File: src/rtl/i2c_target_stretch.sv
// I2C write-only target front-end: START/STOP detect, address match/ACK, byte receive with SCL stretch
// until the local sink accepts. Optional stretch timeout enabled by defining I2C_TGT_TIMEOUT_EN.
module i2c_target_stretch #(
    parameter logic [6:0]  TGT_ADDR    = 7'h42,
    parameter int unsigned SYNC_STAGES = 2,
    parameter int unsigned STRETCH_MAX = 20000
) (
    input  logic       clk,
    input  logic       rst,
    input  logic       scl_in,
    input  logic       sda_in,
    output logic       scl_oe,
    output logic       sda_oe,
    output logic [7:0] rx_data,
    output logic       rx_valid,
    input  logic       rx_ready,
    output logic       rx_first,
    output logic       busy,
    output logic       overrun
);

    localparam logic [2:0] IDLE     = 3'd0;
    localparam logic [2:0] ADDR     = 3'd1;
    localparam logic [2:0] ADDR_ACK = 3'd2;
    localparam logic [2:0] DATA     = 3'd3;
    localparam logic [2:0] STRETCH  = 3'd4;
    localparam logic [2:0] DATA_ACK = 3'd5;

    logic [SYNC_STAGES-1:0] scl_sync, sda_sync;
    logic       scl_prev, sda_prev;
    logic       scl_s, sda_s;
    logic       scl_rise, scl_fall, start_det, stop_det;
    logic [2:0] state;
    logic [2:0] bitcnt;
    logic       byte_full;
    logic       first_armed;
    logic [7:0] shreg;

    assign scl_s = scl_sync[SYNC_STAGES-1];
    assign sda_s = sda_sync[SYNC_STAGES-1];

    // Synchronisers start at the idle-bus level so reset never fabricates an edge
    always_ff @(posedge clk) begin
        if (rst) begin
            scl_sync <= '1;
            sda_sync <= '1;
            scl_prev <= 1'b1;
            sda_prev <= 1'b1;
        end else begin
            scl_sync <= {scl_sync[SYNC_STAGES-2:0], scl_in};
            sda_sync <= {sda_sync[SYNC_STAGES-2:0], sda_in};
            scl_prev <= scl_s;
            sda_prev <= sda_s;
        end
    end

    assign scl_rise  = scl_s & ~scl_prev;
    assign scl_fall  = ~scl_s & scl_prev & ~scl_oe;
    assign start_det = scl_s & scl_prev & sda_prev & ~sda_s;
    assign stop_det  = scl_s & scl_prev & ~sda_prev & sda_s;

`ifdef I2C_TGT_TIMEOUT_EN
    logic [14:0] to_cnt;
    logic        to_hit;

    always_ff @(posedge clk) begin
        if (rst || state != STRETCH) begin
            to_cnt <= '0;
        end else if (!to_hit) begin
            to_cnt <= to_cnt + 15'd1;
        end
    end

    assign to_hit = (to_cnt == 15'(STRETCH_MAX - 1));
`else
    logic [31:0] unused_stretch_max;
    assign unused_stretch_max = 32'(STRETCH_MAX);
    assign overrun = 1'b0;
`endif

    always_ff @(posedge clk) begin
        if (rst) begin
            state       <= IDLE;
            bitcnt      <= '0;
            byte_full   <= 1'b0;
            first_armed <= 1'b0;
            shreg       <= '0;
            scl_oe      <= 1'b0;
            sda_oe      <= 1'b0;
            rx_data     <= '0;
            rx_valid    <= 1'b0;
            rx_first    <= 1'b0;
            busy        <= 1'b0;
`ifdef I2C_TGT_TIMEOUT_EN
            overrun     <= 1'b0;
`endif
        end else begin
`ifdef I2C_TGT_TIMEOUT_EN
            overrun <= 1'b0;
`endif
            if (rx_valid && rx_ready) begin
                rx_valid <= 1'b0;
                rx_first <= 1'b0;
            end
            // A pending byte survives START/STOP; only the bus-side state is discarded
            if (start_det || stop_det) begin
                state       <= start_det ? ADDR : IDLE;
                bitcnt      <= '0;
                byte_full   <= 1'b0;
                first_armed <= 1'b0;
                scl_oe      <= 1'b0;
                sda_oe      <= 1'b0;
                busy        <= 1'b0;
            end else begin
                case (state)
                    IDLE: ;
                    ADDR, DATA: begin
                        if (scl_rise) begin
                            shreg  <= {shreg[6:0], sda_s};
                            bitcnt <= bitcnt + 3'd1;
                            if (bitcnt == 3'd7) byte_full <= 1'b1;
                        end else if (scl_fall && byte_full) begin
                            byte_full <= 1'b0;
                            if (state == ADDR) begin
                                if (shreg[7:1] == TGT_ADDR && !shreg[0]) begin
                                    sda_oe <= 1'b1;
                                    state  <= ADDR_ACK;
                                end else begin
                                    state <= IDLE;
                                end
                            end else begin
                                scl_oe      <= 1'b1;
                                sda_oe      <= 1'b1;
                                rx_data     <= shreg;
                                rx_valid    <= 1'b1;
                                rx_first    <= first_armed;
                                first_armed <= 1'b0;
                                state       <= STRETCH;
                            end
                        end
                    end
                    ADDR_ACK: begin
                        if (scl_fall) begin
                            sda_oe      <= 1'b0;
                            busy        <= 1'b1;
                            first_armed <= 1'b1;
                            state       <= DATA;
                        end
                    end
                    STRETCH: begin
                        // rx_valid low here means the handshake happened last cycle; ACK is already on SDA
                        if (!rx_valid) begin
                            scl_oe <= 1'b0;
                            state  <= DATA_ACK;
                        end
`ifdef I2C_TGT_TIMEOUT_EN
                        else if (!rx_ready && to_hit) begin
                            rx_valid <= 1'b0;
                            rx_first <= 1'b0;
                            overrun  <= 1'b1;
                            scl_oe   <= 1'b0;
                            sda_oe   <= 1'b0;
                            busy     <= 1'b0;
                            state    <= IDLE;
                        end
`endif
                    end
                    DATA_ACK: begin
                        if (scl_fall) begin
                            sda_oe <= 1'b0;
                            state  <= DATA;
                        end
                    end
                    default: state <= IDLE;
                endcase
            end
        end
    end

endmodule
File: config.mk
export PLATFORM = sky130hd
export DESIGN_NAME = i2c_target_stretch
export DESIGN_NICKNAME = d
export VERILOG_FILES = /design/src/rtl/i2c_target_stretch.sv
export SDC_FILE = /design/constraint.sdc
export NUM_CORES = 1
export LEC_CHECK = 0
export CAP_MARGIN = 15
export CELL_PAD_IN_SITES_DETAIL_PLACEMENT = 0
export CELL_PAD_IN_SITES_GLOBAL_PLACEMENT = 2
export CORE_MARGIN = 2
export CORE_UTILIZATION = 33
export CTS_CLUSTER_SIZE = 24
export DETAILED_ROUTE_END_ITERATION = 10
export PLACE_DENSITY_LB_ADDON = 0.1
export SLEW_MARGIN = 15
export SYNTH_ARGS = -nofsm -noshare
export SYNTH_HDL_FRONTEND = slang
export SYNTH_SLANG_ARGS = --single-unit
File: constraint.sdc
create_clock -name clk -period 2 [get_ports clk]
set_clock_uncertainty 0.15 [all_clocks]
set_input_delay 0.3 -clock clk [delete_from_list [all_inputs] [get_ports clk]]
set_output_delay 0.3 -clock clk [all_outputs]
set_load 0.1 [all_outputs]
==> results by group, run 1 <==
Status
  – Status: finished clean

Logic synthesis
  – Top cell type's share of synthesized area: 0.4904
  – Post-synth top area cell: sky130_fd_sc_hd__dfxtp_1
  – Netlist Area Pre-Place: 1429 um2
  – Register bit total from synthesis: 35
  – Most frequent cell after synthesis: sky130_fd_sc_hd__dfxtp_1
  – Area fraction in and, or, nand and nor cells after synthesis: 0.2461
  – Cells after Synth: 156
  – Primary FF master, synth: sky130_fd_sc_hd__dfxtp_1
  – Multiplexer share of the synthesized area: 0.05604
  – Top post-synthesis cells by area: sky130_fd_sc_hd__dfxtp_1, sky130_fd_sc_hd__nand2_1, sky130_fd_sc_hd__a21oi_1, sky130_fd_sc_hd__mux2i_1, sky130_fd_sc_hd__nor2_1
  – Largest family of logic cells by synthesized area: simple AND/OR/NAND/NOR gates
  – Count of flip-flops with a built-in enable after synthesis: 0
  – Async set or reset register ratio after synthesis: 0
  – Sequential share of the synthesized area: 0.4904
  – Number of warnings reported in the yosys synthesis log: 0
  – Xor and xnor fraction of the mapped netlist area: 0.01226
  – Mean instance size in the synthesized netlist: 9.159 um2
  – Syn Nets: 163
  – Cell variety after synth: 41
  – Most common library cells after synthesis: sky130_fd_sc_hd__dfxtp_1, sky130_fd_sc_hd__nand2_1, sky130_fd_sc_hd__a21oi_1, sky130_fd_sc_hd__nor2_1, sky130_fd_sc_hd__mux2i_1
  – Share of synthesized cell area in full adder, half adder and majority cells: 0.01751
  – Area fraction in compound gates after synthesis: 0.1252

Power
  – Register share of total power: 0.546
  – Fraction of power spent switching nets: 0.2287
  – Total Power Consumption: 1303 uW
  – Internal power summed over all cells: 1005 uW
  – Combinational cell fraction of total power: 0.058
  – Clock group share of total power: 0.397
  – Leakage power of the design: 0.0006649 uW
  – Pwr Density: 752.2 nW/um2
  – Switching power: 297.8 uW
  – Peak supply drop: 431.5 uV

Clock tree
  – Max Root-Sink Buffers: 2
  – CTS H-Tree Depth: 2
  – Cts-stage hold buffer count: 0
  – Clock Sink Count: 35
  – Post-CTS sizing: 0
  – Clock root buffer master: sky130_fd_sc_hd__clkbuf_8
  – Number of buffers created by CTS: 5
  – Post-CTS Setup Repair Bufs: 0
  – Clock-pin slew on the worst setup and hold paths: 70 ps
  – Clock tree from TritonCTS: built
  – Clock network latency to the later pin of the worst-skew pair: 280 ps

Worst setup path
  – Critical path capture point type: register
  – CP Launch Type: register
  – Reg-to-Reg Start: shreg[2]$_SDFFE_PP0P_
  – R2R Setup Slk: 310 ps
  – Required time of the critical path: 2060 ps
  – Worst Path Arrival: 1760 ps
  – Number of cells on the worst reg-to-reg path: 4
  – Reg2Reg Capture Point: state[1]$_SDFFE_PP0P_
  – Crit path max fanout: 4
  – Worst setup path category: register to register

Timing
  – Top achievable clock speed: 590.4 MHz
  – Setup slack of the critical path after layout: 306.3 ps
  – Final worst-path cycle share: 0.8469
  – Unrepaired setup endpoints after global routing: false
  – Slew Limit Fails: 0
  – Final critical-path required period: 1694 ps
  – Final Hold Violating Endpoints: 0
  – Number of setup violations in the final report: 0
  – Setup TNS: 0 ps

Finish
  – Final-layout fill cell count: 421
  – Diode count: 0
  – Share of final-layout standard cells stronger than drive strength 1: 0.2079
  – Area Growth Syn to Fin: 21.19%
  – Final std cell area, no fill: 1732 um2
  – Net count of the finished layout: 185
  – Post-route insts no fill: 228

Drt
  – Initial DRC count: 69
  – Remaining design rule violation count: 0
  – WL per Instance: 13.69 um
  – Mean number of vias per cell: 4.987
  – Detailed-router iteration count before antenna repair: 4
  – Total wirelength of the detailed-routed design: 3122 um
  – Total number of vias: 1,137
  – Remaining antenna violation count: 0

Floorplan
  – Chip Width: 69.80 um
  – Floorplan row count: 23
  – Area of the die: 4872 um2
  – Initial cell density of the core: 0.3497
  – Vertical die dimension: 69.80 um
  – I/O pin cnt: 19
  – Core region area: 4086 um2

Run
  – Maximum Capacitance Violations: 0

Placement
  – Setup slack after placement: 276.9 ps
  – Final weighted congestion in routability-driven placement: 0.7650
  – Number of port buffers: 17
  – Placed cell areas: 1644 um2
  – Post-detail-place hpwl: 2172 um
  – Cell total after placement: 221

GRT
  – Global-route wire length before repair: 5437 um
  – Antenna violations before repair: 0
  – Number of global-route vias before repair: 1,120
  – Largest net degree at the start of global routing: 26
  – Overflow left after global routing: 0
  – Global routing usage summed across all routing layers: 0.1422

Worst hold path
  – Min-delay src: scl_sync[0]$_SDFF_PP1_
  – Hold-critical path endpoint: scl_sync[1]$_SDFF_PP1_
  – Tightest Hold Check Type: register to register
  – Cell count of the worst hold path: 1
==> stage by stage <==
step / utilization / hold WS, ps
floorplan: - / 239.5
global placement: 0.4023 / 243.4
detailed placement: 0.4023 / 251.0
CTS: 0.4238 / 267.9
global route: 0.4238 / 290.9
finish: 0.4238 / 266.4
==> critical path, cell delays in order, from the launching register on <==
cell,delay [ps]
sky130_fd_sc_hd__dfxtp_1,370
sky130_fd_sc_hd__nor4bb_1,470
sky130_fd_sc_hd__a21oi_1,130
sky130_fd_sc_hd__or3_1,370
sky130_fd_sc_hd__a21oi_1,130
==> sequential cells by signal (all words and copies together), names as in the netlist, 2 cells and up <==
name and cells:
state 3, bitcnt 3, sda_sync 2, scl_sync 2, shreg 8, rx_data 8
==> cell families after synthesis <==
group / Yosys count
AO/OA/AOI/OAI: 29
XOR/XNOR: 2
adder cells (fa/ha/maj): 2
buffers and inverters: 11
flip-flops: 35
multiplexers: 8
other: 1
AND/OR/NAND/NOR: 68
==> per-layer routing <==
layer | vias to the layer above | track usage | wire length, um
li1 | 572 | - | -
met1 | 543 | 0.1858 | 1496
met2 | 18 | 0.2212 | 1475
met3 | 4 | 0.04360 | 114
met4 | 0 | 0.05128 | 35
met5 | - | 0 | 0
==> how the worst max path moves through the flow <==
stage | startpoint | endpoint | slack, ps | depth (start not counted)
floorplan | scl_oe$_SDFFE_PP0P_ | rx_data[1]$_SDFFE_PP0P_ | 150 | 6
global placement | rst | sda_oe$_SDFFE_PP0P_ | 300 | 3
detailed placement | rst | sda_oe$_SDFFE_PP0P_ | 280 | 3
CTS | state[0]$_SDFFE_PP0P_ | rx_data[4]$_SDFFE_PP0P_ | 300 | 5
global route | state[0]$_SDFFE_PP0P_ | rx_data[4]$_SDFFE_PP0P_ | 150 | 5
finish | shreg[2]$_SDFFE_PP0P_ | state[1]$_SDFFE_PP0P_ | 310 | 4
==> cell type report <==
cell class | count | area, um2 | share of cell area
clock buffers | 6 | 82.58 | 0.04769
clock inverters | 1 | 5.005 | 0.002890
inverters | 2 | 7.507 | 0.004335
multi-input cells | 110 | 656.9 | 0.3793
flip-flops and latches | 35 | 701.9 | 0.4053
well taps | 50 | 62.56 | 0.03613
repair buffers | 24 | 215.2 | 0.1243
==> cells in the final DEF (no fill, tap or decap), drive strengths merged, types with 2 or more instances in the layout <==
master and instances:
nor2b 3, inv 2, o21ai 3, ha 2
a211oi 2, nor3 2, clkbuf 6, mux2i 8
nand2 25, nor4 2, or2 7, a21oi 16
clkdlybuf4s50 4, nor2 17, nand3b 2, buf 20
nand2b 2, a31oi 2, and4b 2, dfxtp 35
==> power groups by stage <==
| stage | registers [uW] | logic [uW] | clock network, uW |
|---|---|---|---|
| floorplan | 725 | 54.2 | 0 |
| global route | 711 | 82.7 | 574 |
| global placement | 726 | 74.6 | 0 |
| CTS | 711 | 75.3 | 533 |
| finish | 711 | 75.1 | 517 |
| detailed placement | 727 | 74.9 | 0 |
(Power assumes the default switching activity.)
==> run 2: changes to the inputs <==
- clock period: 2 -> 1.75 ns (I/O delays scaled with it)
==> results by group, run 2 (synthesized netlist as in run 1, its figures left out) <==
Worst setup path
  – Crit path buffers/inverters: 1 (was 0)
  – Cell with the largest stage delay on the worst path: sky130_fd_sc_hd__nor4_1 (was sky130_fd_sc_hd__nor4bb_1)
  – Number of cells on the worst reg-to-reg path: 5 (was 4)
  – Reg-to-Reg Start: shreg[4]$_SDFFE_PP0P_ (was shreg[2]$_SDFFE_PP0P_)
  – Required time of the critical path: 1760 ps (was 2060 ps)
  – Dominant delay contributor by cell family on the critical path: compound AO/OA/AOI/OAI gates (was simple AND/OR/NAND/NOR gates)
  – Critical path capture point type: register (unchanged)
  – R2R Setup Slk: 130 ps (was 310 ps)
  – Worst Path Arrival: 1640 ps (was 1760 ps)
  – Critical path, cell by cell: nor4_1 -> buf_4 -> a21o_1 -> a41oi_1 -> a2111oi_1 (was nor4bb_1 -> a21oi_1 -> or3_1 -> a21oi_1)
  – Reg2Reg Capture Point: sda_oe$_SDFFE_PP0P_ (was state[1]$_SDFFE_PP0P_)
  – Maximum cell stage delay along the critical path: 350 ps (was 470 ps)
  – Worst setup path category: register to register (unchanged)
  – CP Launch Type: register (unchanged)
  – Crit path max fanout: 4 (unchanged)

Clock tree
  – Clock-pin slew on the worst setup and hold paths: 70 ps (about the same)
  – Clock root buffer master: sky130_fd_sc_hd__clkbuf_8 (unchanged)
  – Clock tree from TritonCTS: built (unchanged)
  – CTS H-Tree Depth: 2 (unchanged)
  – Cts-stage hold buffer count: 0 (unchanged)
  – Max Root-Sink Buffers: 2 (unchanged)
  – Clock network latency to the later pin of the worst-skew pair: 280 ps (about the same)
  – Number of buffers created by CTS: 5 (unchanged)
  – Clock Sink Count: 35 (unchanged)
  – Post-CTS Setup Repair Bufs: 0 (unchanged)

Drt
  – Remaining design rule violation count: 0 (unchanged)
  – Total number of vias: 1,109 (was 1,137)
  – Detailed-router iteration count before antenna repair: 4 (unchanged)
  – Mean number of vias per cell: 4.801 (was 4.987)
  – Initial DRC count: 43 (was 69)
  – Total wirelength of the detailed-routed design: 3171 um (was 3122 um)
  – WL per Instance: 13.73 um (was 13.69 um)
  – Remaining antenna violation count: 0 (unchanged)

Placement
  – Cell total after placement: 223 (was 221)
  – Final weighted congestion in routability-driven placement: 0.8484 (was 0.7650)
  – Number of port buffers: 17 (unchanged)
  – Placed cell areas: 1813 um2 (was 1644 um2)
  – Setup slack after placement: 121.5 ps (was 276.9 ps)
  – Post-detail-place hpwl: 2269 um (was 2172 um)

Finish
  – Most common library cell in the layout ignoring fill and taps: sky130_fd_sc_hd__dfxtp_1 (unchanged)
  – Post-route insts no fill: 231 (was 228)
  – Final std cell area, no fill: 1936 um2 (was 1732 um2)
  – Area Growth Syn to Fin: 35.46% (was 21.19%)
  – Final Core Density: 0.4737 (was 0.4238)
  – Net count of the finished layout: 187 (was 185)
  – Diode count: 0 (unchanged)
  – Largest registers in the final layout: rx_data: 8 flops, shreg: 8 flops (unchanged)
  – Highest-count cells in the layout ignoring fill and taps: sky130_fd_sc_hd__dfxtp_1, sky130_fd_sc_hd__nand2_1, sky130_fd_sc_hd__a21oi_1, sky130_fd_sc_hd__nor2_1, sky130_fd_sc_hd__buf_12 (was sky130_fd_sc_hd__dfxtp_1, sky130_fd_sc_hd__nand2_1, sky130_fd_sc_hd__buf_4)
  – Final-layout fill cell count: 408 (was 421)
  – Share of final-layout standard cells stronger than drive strength 1: 0.2431 (was 0.2079)

Power
  – Switching power: 346.9 uW (was 297.8 uW)
  – Register share of total power: 0.509 (was 0.546)
  – Fraction of power spent switching nets: 0.2179 (was 0.2287)
  – Pwr Density: 822.2 nW/um2 (was 752.2 nW/um2)
  – Leakage power of the design: 0.0007182 uW (was 0.0006649 uW)
  – Combinational cell fraction of total power: 0.057 (was 0.058)
  – Internal power summed over all cells: 1245 uW (was 1005 uW)
  – Clock group share of total power: 0.434 (was 0.397)
  – Peak supply drop: 448.9 uV (was 431.5 uV)

Worst hold path
  – Tightest Hold Check Type: register to register (unchanged)
  – Min-delay src: scl_sync[0]$_SDFF_PP1_ (unchanged)
  – Cell count of the worst hold path: 1 (unchanged)
  – Hold-critical path endpoint: scl_sync[1]$_SDFF_PP1_ (unchanged)

Timing
  – Setup slack of the critical path after layout: 125.2 ps (was 306.3 ps)
  – Number of setup violations in the final report: 0 (unchanged)
  – Final critical-path required period: 1625 ps (was 1694 ps)
  – Unrepaired setup endpoints after global routing: false (unchanged)
  – Setup TNS: 0 ps (unchanged)
  – Final worst-path cycle share: 0.9285 (was 0.8469)
  – Slew Limit Fails: 0 (unchanged)
  – Top achievable clock speed: 615.5 MHz (was 590.4 MHz)
  – Final Hold Violating Endpoints: 0 (unchanged)

Floorplan
  – I/O pin cnt: 19 (unchanged)
  – Vertical die dimension: 69.80 um (unchanged)
  – Area of the die: 4872 um2 (unchanged)
  – Core region area: 4086 um2 (unchanged)
  – Floorplan row count: 23 (unchanged)
  – Chip Width: 69.80 um (unchanged)
  – Initial cell density of the core: 0.3497 (unchanged)

Status
  – Status: finished clean (unchanged)

GRT
  – Number of global-route vias before repair: 1,115 (was 1,120)
  – Global-route wire length before repair: 5444 um (was 5437 um)
  – Antenna violations before repair: 0 (unchanged)
  – Overflow left after global routing: 0 (unchanged)
  – Largest net degree at the start of global routing: 26 (unchanged)
  – Global routing usage summed across all routing layers: 0.1420 (was 0.1422)

Run
  – Maximum Capacitance Violations: 0 (unchanged)
run 2: cell count changes in the layout (fill, tap and decap cells not counted):
cell | previous run | this run
sky130_fd_sc_hd__nor4bb_2 | 0 | 1
sky130_fd_sc_hd__and3b_1 | 1 | 0
sky130_fd_sc_hd__buf_4 | 18 | 8
sky130_fd_sc_hd__dfxtp_1 | 34 | 33
sky130_fd_sc_hd__nor2b_2 | 0 | 1
sky130_fd_sc_hd__buf_12 | 2 | 14
sky130_fd_sc_hd__clkbuf_16 | 0 | 1
sky130_fd_sc_hd__and3b_2 | 0 | 1
sky130_fd_sc_hd__dfxtp_4 | 0 | 1
sky130_fd_sc_hd__nor4bb_1 | 1 | 0
sky130_fd_sc_hd__nor2b_1 | 3 | 2
run 2: area by class of cell:
class,instances,area (um2),area share
sequential,35,705.7,0.3646
inverter,2,7.507,0.003878
clock inverter,1,5.005,0.002586
timing repair buffer,26,380.4,0.1965
multi-input combinational,110,666.9,0.3445
clock buffer,7,107.6,0.05559
tap,50,62.56,0.03232
run 2: per-layer routing:
layer / share of wire / up-vias / global-route usage
li1: - / 576 / -
met1: 0.48 / 501 / 0.1780
met2: 0.46 / 25 / 0.2212
met3: 0.044 / 7 / 0.05233
met4: 0.013 / 0 / 0.05556
met5: 0 / - / 0
run 2: power groups by stage:
stage               combinational [uW]  sequential (uW)  clock, uW
floorplan                         62.2              827          0
detailed placement                89.8              828          0
CTS                               90.1              810        712
finish                            90.9              810        691
global placement                  90.6              828          0
global route                      98.9              811        751
run 2: worst max-delay path by stage:
stage                                      from                      end  slack, ps  cells after the start
final                     shreg[4]$_SDFFE_PP0P_      sda_oe$_SDFFE_PP0P_        130                      5
after detailed placement  shreg[4]$_SDFFE_PP0P_    state[1]$_SDFFE_PP0P_        120                      5
after global placement    state[0]$_SDFFE_PP0P_  rx_data[2]$_SDFFE_PP0P_        120                      5
after floorplan             scl_oe$_SDFFE_PP0P_  rx_data[1]$_SDFFE_PP0P_          3                      6
after CTS                 shreg[4]$_SDFFE_PP0P_    state[1]$_SDFFE_PP0P_        100                      5
after global routing      shreg[4]$_SDFFE_PP0P_      sda_oe$_SDFFE_PP0P_         10                      5
run 2: what timing repair did:
| action | in CTS | in global routing |
|---|---|---|
| setup endpoints to repair | 0 | 13 |
| hold endpoints to repair | 0 | 0 |
| gates resized for setup | 0 | 3 |
run 2: metrics by stage:
step                      hold slack, ps  total power (uW)
after global placement             241.7             918.5
after CTS                          265.3              1612
after global routing               294.8              1661
final                              264.0              1591
after detailed placement           248.3             918.1
after floorplan                    216.3             889.0
